$ cat src/rtl/tqvp_integrator_seq.sv
// Burst sequencer feeding the integrator core from a small sample FIFO at a programmed interval.
// Optional build macro INTSEQ_HOLD_LAST_EN: on FIFO underrun, re-issue last_sample instead of stalling.
module tqvp_integrator_seq #(
  parameter int unsigned IN_W       = 8,
  parameter int unsigned ACC_W      = 16,
  parameter int unsigned FIFO_DEPTH = 4,
  parameter int unsigned IVL_W      = 16
) (
  input  logic                          clk,
  input  logic                          rst_n,
  input  logic                          start,
  input  logic                          abort,
  input  logic [7:0]                    burst_len,
  input  logic [IVL_W-1:0]              interval,
  input  logic [ACC_W-1:0]              thresh,
  input  logic                          irq_clr,
  input  logic                          push_valid,
  input  logic [IN_W-1:0]               push_data,
  output logic                          push_ready,
  output logic [$clog2(FIFO_DEPTH):0]   fifo_level,
  output logic                          core_enable,
  output logic                          core_strobe,
  output logic [IN_W-1:0]               core_sample,
  input  logic [ACC_W-1:0]              acc_in,
  output logic                          busy,
  output logic                          done,
  output logic                          underrun,
  output logic                          irq
);

  localparam int unsigned AW = $clog2(FIFO_DEPTH);
  localparam logic [AW:0] LVL_FULL = FIFO_DEPTH[AW:0];

  typedef enum logic [1:0] {
    S_IDLE,
    S_WAIT,
    S_ISSUE,
    S_DONE
  } state_t;

  state_t            r_state;
  state_t            w_next;
  logic [7:0]        r_remaining;
  logic [IVL_W-1:0]  r_ivl_cnt;
  logic [IVL_W-1:0]  r_ivl_reload;
  logic [IN_W-1:0]   r_last_sample;
  logic              r_use_last;
  logic              r_issue_d;
  logic              r_irq;
  logic              r_underrun;

  logic [IN_W-1:0]   r_mem [FIFO_DEPTH];
  logic [AW-1:0]     r_wr_ptr;
  logic [AW-1:0]     r_rd_ptr;
  logic [AW:0]       r_level;

  logic              w_full;
  logic              w_empty;
  logic              w_push;
  logic              w_pop;
  logic [IN_W-1:0]   w_head;
  logic              w_set_irq;
  logic              w_set_underrun;

  assign w_full  = (r_level == LVL_FULL);
  assign w_empty = (r_level == '0);
  assign w_push  = push_valid & ~w_full;
  assign w_pop   = (r_state == S_ISSUE) & ~r_use_last;
  assign w_head  = r_use_last ? r_last_sample : r_mem[r_rd_ptr];

  assign w_set_underrun = (r_state == S_WAIT) && (r_ivl_cnt == '0) && w_empty;
  assign w_set_irq      = (r_state == S_DONE) ||
                          (r_issue_d && ($signed(acc_in) > $signed(thresh)));

  // State register
  always_ff @(posedge clk or negedge rst_n) begin
    if (!rst_n) r_state <= S_IDLE;
    else        r_state <= w_next;
  end

  // Next-state logic; abort overrides every other transition
  always_comb begin
    w_next = r_state;
    case (r_state)
      S_IDLE: begin
        if (start) w_next = (burst_len != 8'd0) ? S_WAIT : S_DONE;
      end
      S_WAIT: begin
        if (r_ivl_cnt == '0) begin
`ifdef INTSEQ_HOLD_LAST_EN
          w_next = S_ISSUE;
`else
          if (!w_empty) w_next = S_ISSUE;
`endif
        end
      end
      S_ISSUE: w_next = (r_remaining == 8'd1) ? S_DONE : S_WAIT;
      S_DONE:  w_next = S_IDLE;
      default: w_next = S_IDLE;
    endcase
    if (abort && (r_state != S_IDLE)) w_next = S_IDLE;
  end

  // State-decoded outputs
  always_comb begin
    busy        = 1'b0;
    done        = 1'b0;
    core_enable = 1'b0;
    core_strobe = 1'b0;
    core_sample = '0;
    case (r_state)
      S_WAIT: begin
        busy        = 1'b1;
        core_enable = 1'b1;
      end
      S_ISSUE: begin
        busy        = 1'b1;
        core_enable = 1'b1;
        core_strobe = 1'b1;
        core_sample = w_head;
      end
      S_DONE: begin
        busy = 1'b1;
        done = 1'b1;
      end
      default: ;
    endcase
  end

  // Burst counters and sample hold
  always_ff @(posedge clk or negedge rst_n) begin
    if (!rst_n) begin
      r_remaining   <= '0;
      r_ivl_cnt     <= '0;
      r_ivl_reload  <= '0;
      r_last_sample <= '0;
      r_use_last    <= 1'b0;
      r_issue_d     <= 1'b0;
    end else begin
      r_issue_d <= (r_state == S_ISSUE);
      case (r_state)
        S_IDLE: begin
          r_use_last <= 1'b0;
          if (start && (burst_len != 8'd0)) begin
            r_remaining  <= burst_len;
            r_ivl_cnt    <= interval;
            r_ivl_reload <= interval;
          end
        end
        S_WAIT: begin
          if (r_ivl_cnt != '0) r_ivl_cnt <= r_ivl_cnt - IVL_W'(1);
`ifdef INTSEQ_HOLD_LAST_EN
          else r_use_last <= w_empty;
`endif
        end
        S_ISSUE: begin
          r_last_sample <= w_head;
          r_remaining   <= r_remaining - 8'd1;
          r_ivl_cnt     <= r_ivl_reload;
        end
        default: ;
      endcase
    end
  end

  // Sample FIFO
  always_ff @(posedge clk) begin
    if (w_push) r_mem[r_wr_ptr] <= push_data;
  end

  always_ff @(posedge clk or negedge rst_n) begin
    if (!rst_n) begin
      r_wr_ptr <= '0;
      r_rd_ptr <= '0;
      r_level  <= '0;
    end else begin
      if (w_push) r_wr_ptr <= r_wr_ptr + AW'(1);
      if (w_pop)  r_rd_ptr <= r_rd_ptr + AW'(1);
      case ({w_push, w_pop})
        2'b10:   r_level <= r_level + (AW+1)'(1);
        2'b01:   r_level <= r_level - (AW+1)'(1);
        default: ;
      endcase
    end
  end

  assign push_ready = ~w_full;
  assign fifo_level = r_level;

  // Sticky flags: a set event in the same cycle beats irq_clr
  always_ff @(posedge clk or negedge rst_n) begin
    if (!rst_n) begin
      r_irq      <= 1'b0;
      r_underrun <= 1'b0;
    end else begin
      if (w_set_irq)           r_irq <= 1'b1;
      else if (irq_clr)        r_irq <= 1'b0;
      if (w_set_underrun)      r_underrun <= 1'b1;
      else if (irq_clr)        r_underrun <= 1'b0;
    end
  end

  assign irq      = r_irq;
  assign underrun = r_underrun;

endmodule

$ cat config.mk
export PLATFORM = sky130hd
export DESIGN_NAME = tqvp_integrator_seq
export DESIGN_NICKNAME = d
export VERILOG_FILES = /design/src/rtl/tqvp_integrator_seq.sv
export SDC_FILE = /design/constraint.sdc
export NUM_CORES = 1
export LEC_CHECK = 0
export BUFFER_PORTS_ARGS = -buffer_cell sky130_fd_sc_hd__buf_4
export CAP_MARGIN = 20
export CORE_ASPECT_RATIO = 1.4
export CORE_UTILIZATION = 50
export DETAILED_ROUTE_END_ITERATION = 6
export PLACE_DENSITY = 0.87
export SLEW_MARGIN = 20
export SYNTH_ARGS = -nofsm -noshare
export SYNTH_HDL_FRONTEND = slang
export SYNTH_SLANG_ARGS = --single-unit
$ cat constraint.sdc
create_clock -name clk -period 2.2 [get_ports clk]
set_input_delay 0.66 -clock clk [delete_from_list [all_inputs] [get_ports clk]]
set_output_delay 0.66 -clock clk [all_outputs]
set_load 0.01 [all_outputs]
==> impl_metrics.py, run 1 <==
metrics = {
    "timing": {
        "setup_viol": 8,
        "worstMarginPinSlew_ns": 0.661,
        "grt_setup_unrepaired": "yes",
        "relSlewSlack_pct": 55.9,
        "post-route-period-util_pct": 107,
        "worst_slack_ns": -0.154,
        "slew_viol_final": 0,
        "period_needed_ns": 2.35,
        "clock_skew_ns": 0.0105,
        "hold_viol": 0,
        "fmax_mhz": 425,
        "setup-tns-final_ns": -0.859,
    },
    "yosys": {
        "syn_nets": 535,
        "ys_warn_count": 0,
        "synth_most_common_cell": "dfrtp_1",
        "synth_edf_count": 32,
        "synth_adder_area_share_pct": 8.13,
        "yosys.area.top_type_share_pct": 27.6,
        "synth_area_um2": 4710,
        "seq_area_frac_synth_pct": 48.0,
        "async_reset_ff_share_pct": 61.9,
        "synth_cells": 435,
        "synth_top_area_cell": "dfrtp_1",
        "synth.avg_cell_area_um2": 10.8,
        "synth-xor-area-share_pct": 1.86,
        "ys.flop_type": "dfrtp_1",
        "synth_mux_area_share_pct": 9.46,
        "synthSimpleGateAreaFrac_pct": 13.7,
        "ys_seq_elements": 84,
        "yosysUniqueCellTypes": 54,
        "yosys-top-cells-count": "dfrtp_1, o21ai_0, inv_1, edfxtp_1, nand2_1",
        "synth_top_family_by_area": "compound AO/OA/AOI/OAI gates",
        "synth.area.top_cells": "dfrtp_1, edfxtp_1, ha_1",
        "synth_compound_area_share_pct": 14.2,
    },
    "detailed_routing": {
        "drt_iter0_markers": 172,
        "wl_per_cell_um": 17.6,
        "ant_nets": 0,
        "drt-total-wl_um": 11600,
        "viasPerCell": 5.98,
        "dr.pass1.iters": 7,
        "drc": 7,
        "vias": 3936,
    },
    "finish": {
        "layout-drive-gt1-share_pct": 33.8,
        "fillers": 641,
        "instances_no_fill": 658,
        "area_growth_pct": 29.7,
        "nets": 646,
        "antenna_cells": 0,
    },
    "grt": {
        "grt_pass1_wl_um": 18400,
        "grt_pass1_vias": 3997,
        "grt.total_usage_pct": 24.2,
        "antenna_found_initial": 0,
        "grt_overflow": 0,
        "grt_max_degree": 53,
    },
    "place": {
        "gp_congestion": 0.912,
        "pre_cts_ws_ns": -0.290,
        "dp.cells": 641,
        "hpwl_um": 8130,
        "portBuffers": 87,
    },
    "die": {
        "dieArea_um2": 9810,
        "rows": 41,
        "fp.dieW_um": 84.0,
        "die_h_um": 117,
        "io_pins": 88,
        "core-area_um2": 9080,
        "start_util_pct": 51.9,
    },
    "cts": {
        "cts_buffers": 9,
        "cts-root-buf": "clkbuf_16",
        "clockBufferDepth": 2,
        "clkLatencyLatePin_ns": 0.35,
        "cts_sinks": 84,
        "cts_tree": "built",
        "cts_max_level": 3,
        "clk_pin_slew_ns": 0.07,
    },
    "worst_setup_path": {
        "cp-start-kind": "flop",
        "endpoint_kind": "output pin",
        "path_max_fanout": 10,
        "crit_arrival_ns": 1.69,
        "critPathKind": "reg2out",
        "cp.required_ns": 1.54,
    },
    "status": {
        "run_status": "finished with violations",
        "violations": "DRC, setup timing",
    },
    "pwr": {
        "power_leakage_nw": 2.70,
        "power.density_nw_per_um2": 1360,
        "ir_worst_vdd_mv": 0.923,
    },
    "hold_path": {
        "min_path_type": "in2async",
    },
    "run": {
        "cap_violations": 0,
    },
}
[path summary, 6_finish.rpt]
check | from | endpoint | slack (ns) | cells past startpoint
min in group clk | r_ivl_reload[9] | r_ivl_reload[9] | 0.51 | 1
max in group asynchronous | rst_n | fifo_level[0] | 1.41 | 1
max | r_rd_ptr[0] | core_sample[2] | -0.15 | 4
min reg2reg | r_ivl_reload[9] | r_ivl_reload[9] | 0.51 | 1
max reg2reg | r_ivl_cnt[10] | r_ivl_cnt[3] | 0.10 | 5
min | rst_n | r_ivl_cnt[11] | 0.34 | 1
[repair_timing]
action	CTS	global route
pin swaps	0	7
endpoints found under the setup margin	14	25
hold buffers	0	0
gates cloned	0	1
resized for setup	13	11
setup buffers	0	0
[metal layers]
| metal | part of all wire [%] | vias to the layer above | GRT usage, % |
|---|---|---|---|
| met4 | 2.9 | 0 | 11.0 |
| met2 | 54 | 151 | 45.0 |
| met3 | 5.0 | 35 | 4.63 |
| li1 | - | 1822 | - |
| met5 | 0 | - | 0 |
| met1 | 38 | 1928 | 27.0 |
[power by group]
part	internal (mW)	leakage [nW]	total, mW	switching (mW)
sequential	2.26	0.909	2.76	0.503
clock	0.912	0.156	1.61	0.694
combinational	1.96	1.63	3.96	2.00
total	5.13	2.70	8.33	3.20
[area by class of cell]
type	count	area, µm²	share of cell area, %
inverters	34	128	2.09
well taps	107	134	2.19
repair buffers	118	983	16.1
clock inverters	7	90.1	1.48
clock buffers	9	225	3.69
flip-flops and latches	84	2260	37.0
multi-input cells	299	2280	37.4
[critical path, cell delays in order, from the launching register on]
cell and delay, ns:
dfrtp_1 0.38, buf_12 0.15, mux4_2 0.53, and2_4 0.18, buf_6 0.11
[state kept, by name (all words and copies together), names as in the netlist]
| name | count |
|---|---|
| fifo_level | 3 |
| irq | 1 |
| r_issue_d | 1 |
| r_ivl_cnt | 16 |
| r_ivl_reload | 16 |
| r_mem | 32 |
| r_rd_ptr | 2 |
| r_remaining | 8 |
| r_state | 2 |
| r_wr_ptr | 2 |
| underrun | 1 |
[stage by stage]
stage	power, mW	hold WS [ns]	instance area (µm²)	utilization (%)
3_5_place_dp	6.49	0.495	5680	62.6
3_3_place_gp	6.30	0.487	5680	62.6
2_1_floorplan	5.19	0.364	4710	-
4_1_cts	8.18	0.374	6040	66.5
5_1_grt	8.84	0.405	6110	67.2
6_report	8.33	0.339	6110	67.2
[kinds of logic (layout without fill, tap and decap cells)]
kind of cell               Yosys count  after routing
adders and majority gates           30             30
muxes                               32             32
and+or+nand+nor                    121            121
AOI/OAI and AO/OA                  106            106
xor gates and xnor gates            10             10
buffers and inverters               52            168
DFF                                 84             84
[cell usage in the layout, fill, tap and decap left out, types with 5 or more instances in the layout]
cell type  count
buf_4        105
dfrtp_1       52
inv_1         34
o21ai_0       34
nand2_1       32
edfxtp_1      32
ha_1          27
a21oi_1       24
nor2_1        22
mux2_2        20
o31ai_1       15
clkbuf_16     10
and2_4         9
mux4_2         8
buf_6          8
nor3_1         7
or3_1          7
xor2_1         6
and3_1         5
nor4_1         5
nand3_1        5
a211oi_1       5
No activity file was read; power rests on OpenSTA's default activity.
==> inputs of run 2 (changes only) <==
--- a/config.mk
+++ b/config.mk
@@ -7,7 +7,7 @@
 export LEC_CHECK = 0
 export BUFFER_PORTS_ARGS = -buffer_cell sky130_fd_sc_hd__buf_4
 export CAP_MARGIN = 20
-export CORE_ASPECT_RATIO = 1.4
+export CORE_ASPECT_RATIO = 0.8
 export CORE_UTILIZATION = 50
 export DETAILED_ROUTE_END_ITERATION = 6
 export PLACE_DENSITY = 0.87
@@ -15,3 +15,4 @@
 export SYNTH_ARGS = -nofsm -noshare
 export SYNTH_HDL_FRONTEND = slang
 export SYNTH_SLANG_ARGS = --single-unit
+export TNS_END_PERCENT = 10
==> impl_metrics.py, run 2 (synthesized netlist as in run 1, its figures left out) <==
metrics = {
    "status": {
        "run_status": "finished with violations",
        "violations": "setup timing",
    },
    "detailed_routing": {
        "drc": 0,
        "vias": 4003,
        "wl_per_cell_um": 17.8,
        "drt-total-wl_um": 11900,
        "drt_iter0_markers": 349,
        "ant_nets": 0,
        "dr.pass1.iters": 5,
        "viasPerCell": 5.98,
    },
    "pwr": {
        "power.density_nw_per_um2": 1370,
        "clock_power_share_pct": 17.9,
        "p_int_mw": 5.16,
        "ir_worst_vdd_mv": 0.867,
        "pwr-share-comb_pct": 49.0,
        "swShare_pct": 38.2,
        "power_switching_mw": 3.19,
        "power_leakage_nw": 2.69,
        "p_seq_share_pct": 33.1,
        "finalPower_mw": 8.34,
    },
    "grt": {
        "grt.total_usage_pct": 25.1,
        "grt_pass1_vias": 3904,
        "antenna_found_initial": 0,
        "grt_max_degree": 53,
        "grt_overflow": 0,
        "grt_pass1_wl_um": 19200,
    },
    "timing": {
        "post-route-period-util_pct": 106,
        "hold_viol": 0,
        "grt_setup_unrepaired": "yes",
        "worst_slack_ns": -0.123,
        "clock_skew_ns": 0.00583,
        "slew_viol_final": 0,
        "fmax_mhz": 430,
        "worstMarginPinSlew_ns": 0.684,
        "setup_viol": 8,
        "relSlewSlack_pct": 54.4,
        "holdWs_ns": 0.353,
        "period_needed_ns": 2.32,
    },
    "worst_setup_path": {
        "endpoint_kind": "output pin",
        "r2r-end": "r_ivl_cnt[12]",
        "r2r_start": "r_ivl_cnt[10]",
        "crit_start": "r_rd_ptr[0]",
        "cp-start-kind": "flop",
        "critPathKind": "reg2out",
        "path_max_fanout": 9,
        "reg2regPathDepth": 6,
        "cp.required_ns": 1.54,
        "rrSetupSlack_ns": 0.08,
        "crit_arrival_ns": 1.66,
    },
    "cts": {
        "cts-root-buf": "clkbuf_16",
        "clkLatencyLatePin_ns": 0.34,
        "cts_tree": "built",
        "cts_max_level": 3,
        "cts_sinks": 84,
        "cts_buffers": 9,
        "clk_pin_slew_ns": 0.06,
        "clockBufferDepth": 2,
    },
    "finish": {
        "nets": 649,
        "final_common_cell": "buf_4",
        "layout-drive-gt1-share_pct": 34.3,
        "antenna_cells": 0,
        "mostFrequentLayoutCells": "buf_4, dfrtp_1, inv_1, o21ai_0, edfxtp_1",
        "area_growth_pct": 29.5,
        "largest_register_ffs": 32,
        "finish.utilization_pct": 66.9,
        "top_regs": "r_mem x32, r_ivl_cnt x16, r_ivl_reload x16",
        "largest-register": "r_mem",
        "instances_no_fill": 669,
    },
    "run": {
        "cap_violations": 0,
    },
    "die": {
        "dieArea_um2": 9810,
        "rows": 31,
        "die_h_um": 88.8,
        "io_pins": 88,
        "core-area_um2": 9110,
        "fp.dieW_um": 110,
        "start_util_pct": 51.7,
    },
    "place": {
        "gp_congestion": 0.929,
        "hpwl_um": 8220,
        "pre_cts_ws_ns": -0.304,
        "dp.cells": 651,
        "portBuffers": 87,
    },
    "hold_path": {
        "min_path_type": "in2async",
    },
}
-- run 2: worst max path at each step --
| stage | to | slack (ns) |
|---|---|---|
| global placement | r_ivl_cnt[4] | -0.29 |
| floorplan | r_ivl_cnt[2] | -0.002 |
| detailed placement | r_ivl_cnt[5] | -0.30 |
| finish | core_sample[3] | -0.12 |
| CTS | core_sample[2] | -0.13 |
| global route | core_sample[3] | -0.17 |
-- run 2: per-layer routing --
layer  wire, µm  global-route usage, %  vias up
li1           -                      -     1826
met3        967                   5.89       42
met2       5750                   42.2      216
met1       4760                   31.6     1919
met4        413                   10.7        0
met5          0                      0        -
-- run 2: layout make-up --
class	instances	area, µm²
Fill cell	632	3020
Multi-Input combinational cell	299	2270
Sequential cell	84	2260
Timing Repair Buffer	121	993
Clock buffer	10	229
Tap cell	115	144
Inverter	34	128
Clock inverter	6	65.1
-- run 2: what timing repair did --
| action | 4_1_cts | 5_1_grt |
|---|---|---|
| cloned | 0 | 1 |
| setup endpoints to repair | 13 | 22 |
| hold buffers | 0 | 0 |
| endpoints found under the hold margin | 0 | 0 |
| gates resized for setup | 16 | 10 |
| pin swaps | 2 | 5 |
| buffers inserted | 1 | 0 |
-- run 2: through the flow --
stage | cell area, µm² | TNS, ns
global route | 6100 | -1.14
floorplan | 4710 | -0.00726
global placement | 5700 | -7.26
finish | 6100 | -0.762
detailed placement | 5700 | -8.02
CTS | 6050 | -0.880
-- run 2: worst max-delay path, cell delays in order (launching register included) --
cell and delay (ns):
dfrtp_1 0.37, buf_12 0.15, mux4_2 0.51, and2_4 0.18, buf_6 0.11
-- run 2: power groups by stage --
| stage | clock network, mW | logic (mW) | registers, mW |
|---|---|---|---|
| after floorplan | 0 | 2.56 | 2.63 |
| after global placement | 0 | 3.63 | 2.69 |
| after detailed placement | 0 | 3.80 | 2.75 |
| after CTS | 1.50 | 3.96 | 2.74 |
| after global routing | 1.56 | 4.47 | 2.83 |
| final | 1.49 | 4.09 | 2.76 |
==> inputs of run 3 (changes only) <==
--- a/config.mk
+++ b/config.mk
@@ -9,10 +9,11 @@
 export CAP_MARGIN = 20
 export CORE_ASPECT_RATIO = 0.8
 export CORE_UTILIZATION = 50
+export CTS_BUF_LIST = sky130_fd_sc_hd__clkbuf_4
+export CTS_CLUSTER_SIZE = 20
 export DETAILED_ROUTE_END_ITERATION = 6
 export PLACE_DENSITY = 0.87
 export SLEW_MARGIN = 20
 export SYNTH_ARGS = -nofsm -noshare
 export SYNTH_HDL_FRONTEND = slang
 export SYNTH_SLANG_ARGS = --single-unit
-export TNS_END_PERCENT = 10
==> impl_metrics.py, run 3 (synthesized netlist as in run 1, its figures left out) <==
metrics = {
    "finish": {
        "mostFrequentLayoutCells": "buf_4, dfrtp_1, o21ai_0, inv_1",
        "top_regs": "r_mem x32, r_ivl_cnt x16, r_ivl_reload x16",
        "fin_area_um2": 6020,
        "area_growth_pct": 27.9,
        "finish.utilization_pct": 66.1,
        "instances_no_fill": 674,
        "nets": 654,
        "multiInputGateArea_um2": 2300,
        "layout-drive-gt1-share_pct": 34.9,
        "register_area_um2": 2260,
        "largest-register": "r_mem",
        "fillers": 662,
        "largest_register_ffs": 32,
        "final_common_cell": "buf_4",
        "antenna_cells": 0,
    },
    "worst_setup_path": {
        "cp.required_ns": 1.54,
        "r2r_start": "r_ivl_cnt[11]",
        "cp-start-kind": "flop",
        "cp_slowest_cell": "dfrtp_1",
        "rrSetupSlack_ns": 0.04,
        "reg2regPathDepth": 5,
        "critical-path-top-delay-family": "flip-flops",
        "crit_cells": 3,
        "critPathBufInv": 1,
        "path_max_fanout": 9,
        "critPathKind": "reg2out",
        "endpoint_kind": "output pin",
        "path_cells": "mux4_2, and2_4, buf_6",
        "crit_arrival_ns": 1.82,
        "r2r-end": "r_ivl_cnt[4]",
        "critPathMaxStageDelay_ns": 0.68,
    },
    "detailed_routing": {
        "wl_per_cell_um": 18.3,
        "drt_iter0_markers": 417,
        "viasPerCell": 6.01,
        "ant_nets": 0,
        "drc": 0,
        "dr.pass1.iters": 6,
        "drt-total-wl_um": 12300,
        "vias": 4051,
    },
    "pwr": {
        "power_leakage_nw": 2.66,
        "ir_worst_vdd_mv": 0.888,
        "power_switching_mw": 3.23,
        "clock_power_share_pct": 11.4,
        "swShare_pct": 40.3,
        "p_seq_share_pct": 34.4,
        "p_int_mw": 4.78,
        "pwr-share-comb_pct": 54.2,
        "power.density_nw_per_um2": 1330,
        "finalPower_mw": 8.02,
    },
    "timing": {
        "worstMarginPinSlew_ns": 0.679,
        "holdWs_ns": 0.218,
        "setup-tns-final_ns": -2.03,
        "setup_viol": 8,
        "clock_skew_ns": 0.0131,
        "worst_slack_ns": -0.276,
        "period_needed_ns": 2.48,
        "relSlewSlack_pct": 54.7,
        "grt_setup_unrepaired": "yes",
        "hold_viol": 0,
        "slew_viol_final": 0,
        "post-route-period-util_pct": 113,
        "fmax_mhz": 404,
    },
    "cts": {
        "clockBufferDepth": 2,
        "cts_hold_buf": 0,
        "cts_tree": "built",
        "cts_buffers": 9,
        "cts_max_level": 3,
        "clkLatencyLatePin_ns": 0.46,
        "clk_pin_slew_ns": 0.14,
        "cts_sinks": 84,
        "cts-root-buf": "clkbuf_4",
    },
    "place": {
        "portBuffers": 87,
        "gp_congestion": 0.929,
        "hpwl_um": 8220,
        "dp.cells": 651,
        "pre_cts_ws_ns": -0.304,
        "dpl_cell_area_um2": 5700,
    },
    "grt": {
        "grt.total_usage_pct": 24.7,
        "grt_max_degree": 53,
        "grt_pass1_vias": 3936,
        "antenna_found_initial": 0,
        "grt_pass1_wl_um": 18900,
        "grt_overflow": 0,
    },
    "die": {
        "start_util_pct": 51.7,
        "die_h_um": 88.8,
        "dieArea_um2": 9810,
        "rows": 31,
        "io_pins": 88,
        "core-area_um2": 9110,
        "fp.dieW_um": 110,
    },
    "status": {
        "violations": "setup timing",
        "run_status": "finished with violations",
    },
    "hold_path": {
        "min_path_type": "in2async",
    },
    "run": {
        "cap_violations": 0,
    },
}
==> run 3: worst reg2reg max path: cells and delay by family (launching register included) <==
kind             cells  cell delay, ns
DFF                  1            0.43
muxes                1            0.35
and+or+nand+nor      4            1.28
==> run 3: layout make-up <==
class	count	area share (%)
timing repair buffer	126	17.5
clock inverter	6	1.08
tap	115	2.39
clock buffer	10	1.25
sequential	84	37.6
multi-input combinational	299	38.1
inverter	34	2.12
==> run 3: worst max-delay path by stage <==
stage | startpoint | endpoint | slack [ns]
3_3_place_gp | burst_len[2] | r_ivl_cnt[4] | -0.29
6_report | r_rd_ptr[1] | core_sample[2] | -0.28
3_5_place_dp | burst_len[2] | r_ivl_cnt[5] | -0.30
5_1_grt | r_rd_ptr[0] | core_sample[2] | -0.31
2_1_floorplan | burst_len[2] | r_ivl_cnt[2] | -0.002
4_1_cts | r_rd_ptr[0] | core_sample[3] | -0.27
==> run 3: power groups by stage <==
| stage | sequential, mW | clock, mW | combinational, mW |
|---|---|---|---|
| final | 2.76 | 0.914 | 4.34 |
| after global routing | 2.82 | 0.967 | 4.70 |
| after CTS | 2.72 | 0.911 | 4.07 |
| after detailed placement | 2.75 | 0 | 3.80 |
| after global placement | 2.69 | 0 | 3.63 |
| after floorplan | 2.63 | 0 | 2.56 |
==> run 3: layer usage <==
layer,up-vias,share of wire [%],global-route usage (%)
met1,1970,40,30.5
met3,41,7.2,5.48
met5,-,0,0
met4,0,2.7,8.36
li1,1840,-,-
met2,200,51,43.5
==> run 3: repair_timing <==
action | CTS | global route
resized for setup | 21 | 4
buffers inserted | 0 | 5
pin swaps | 4 | 1
endpoints found under the setup margin | 16 | 11
gates cloned | 1 | 1
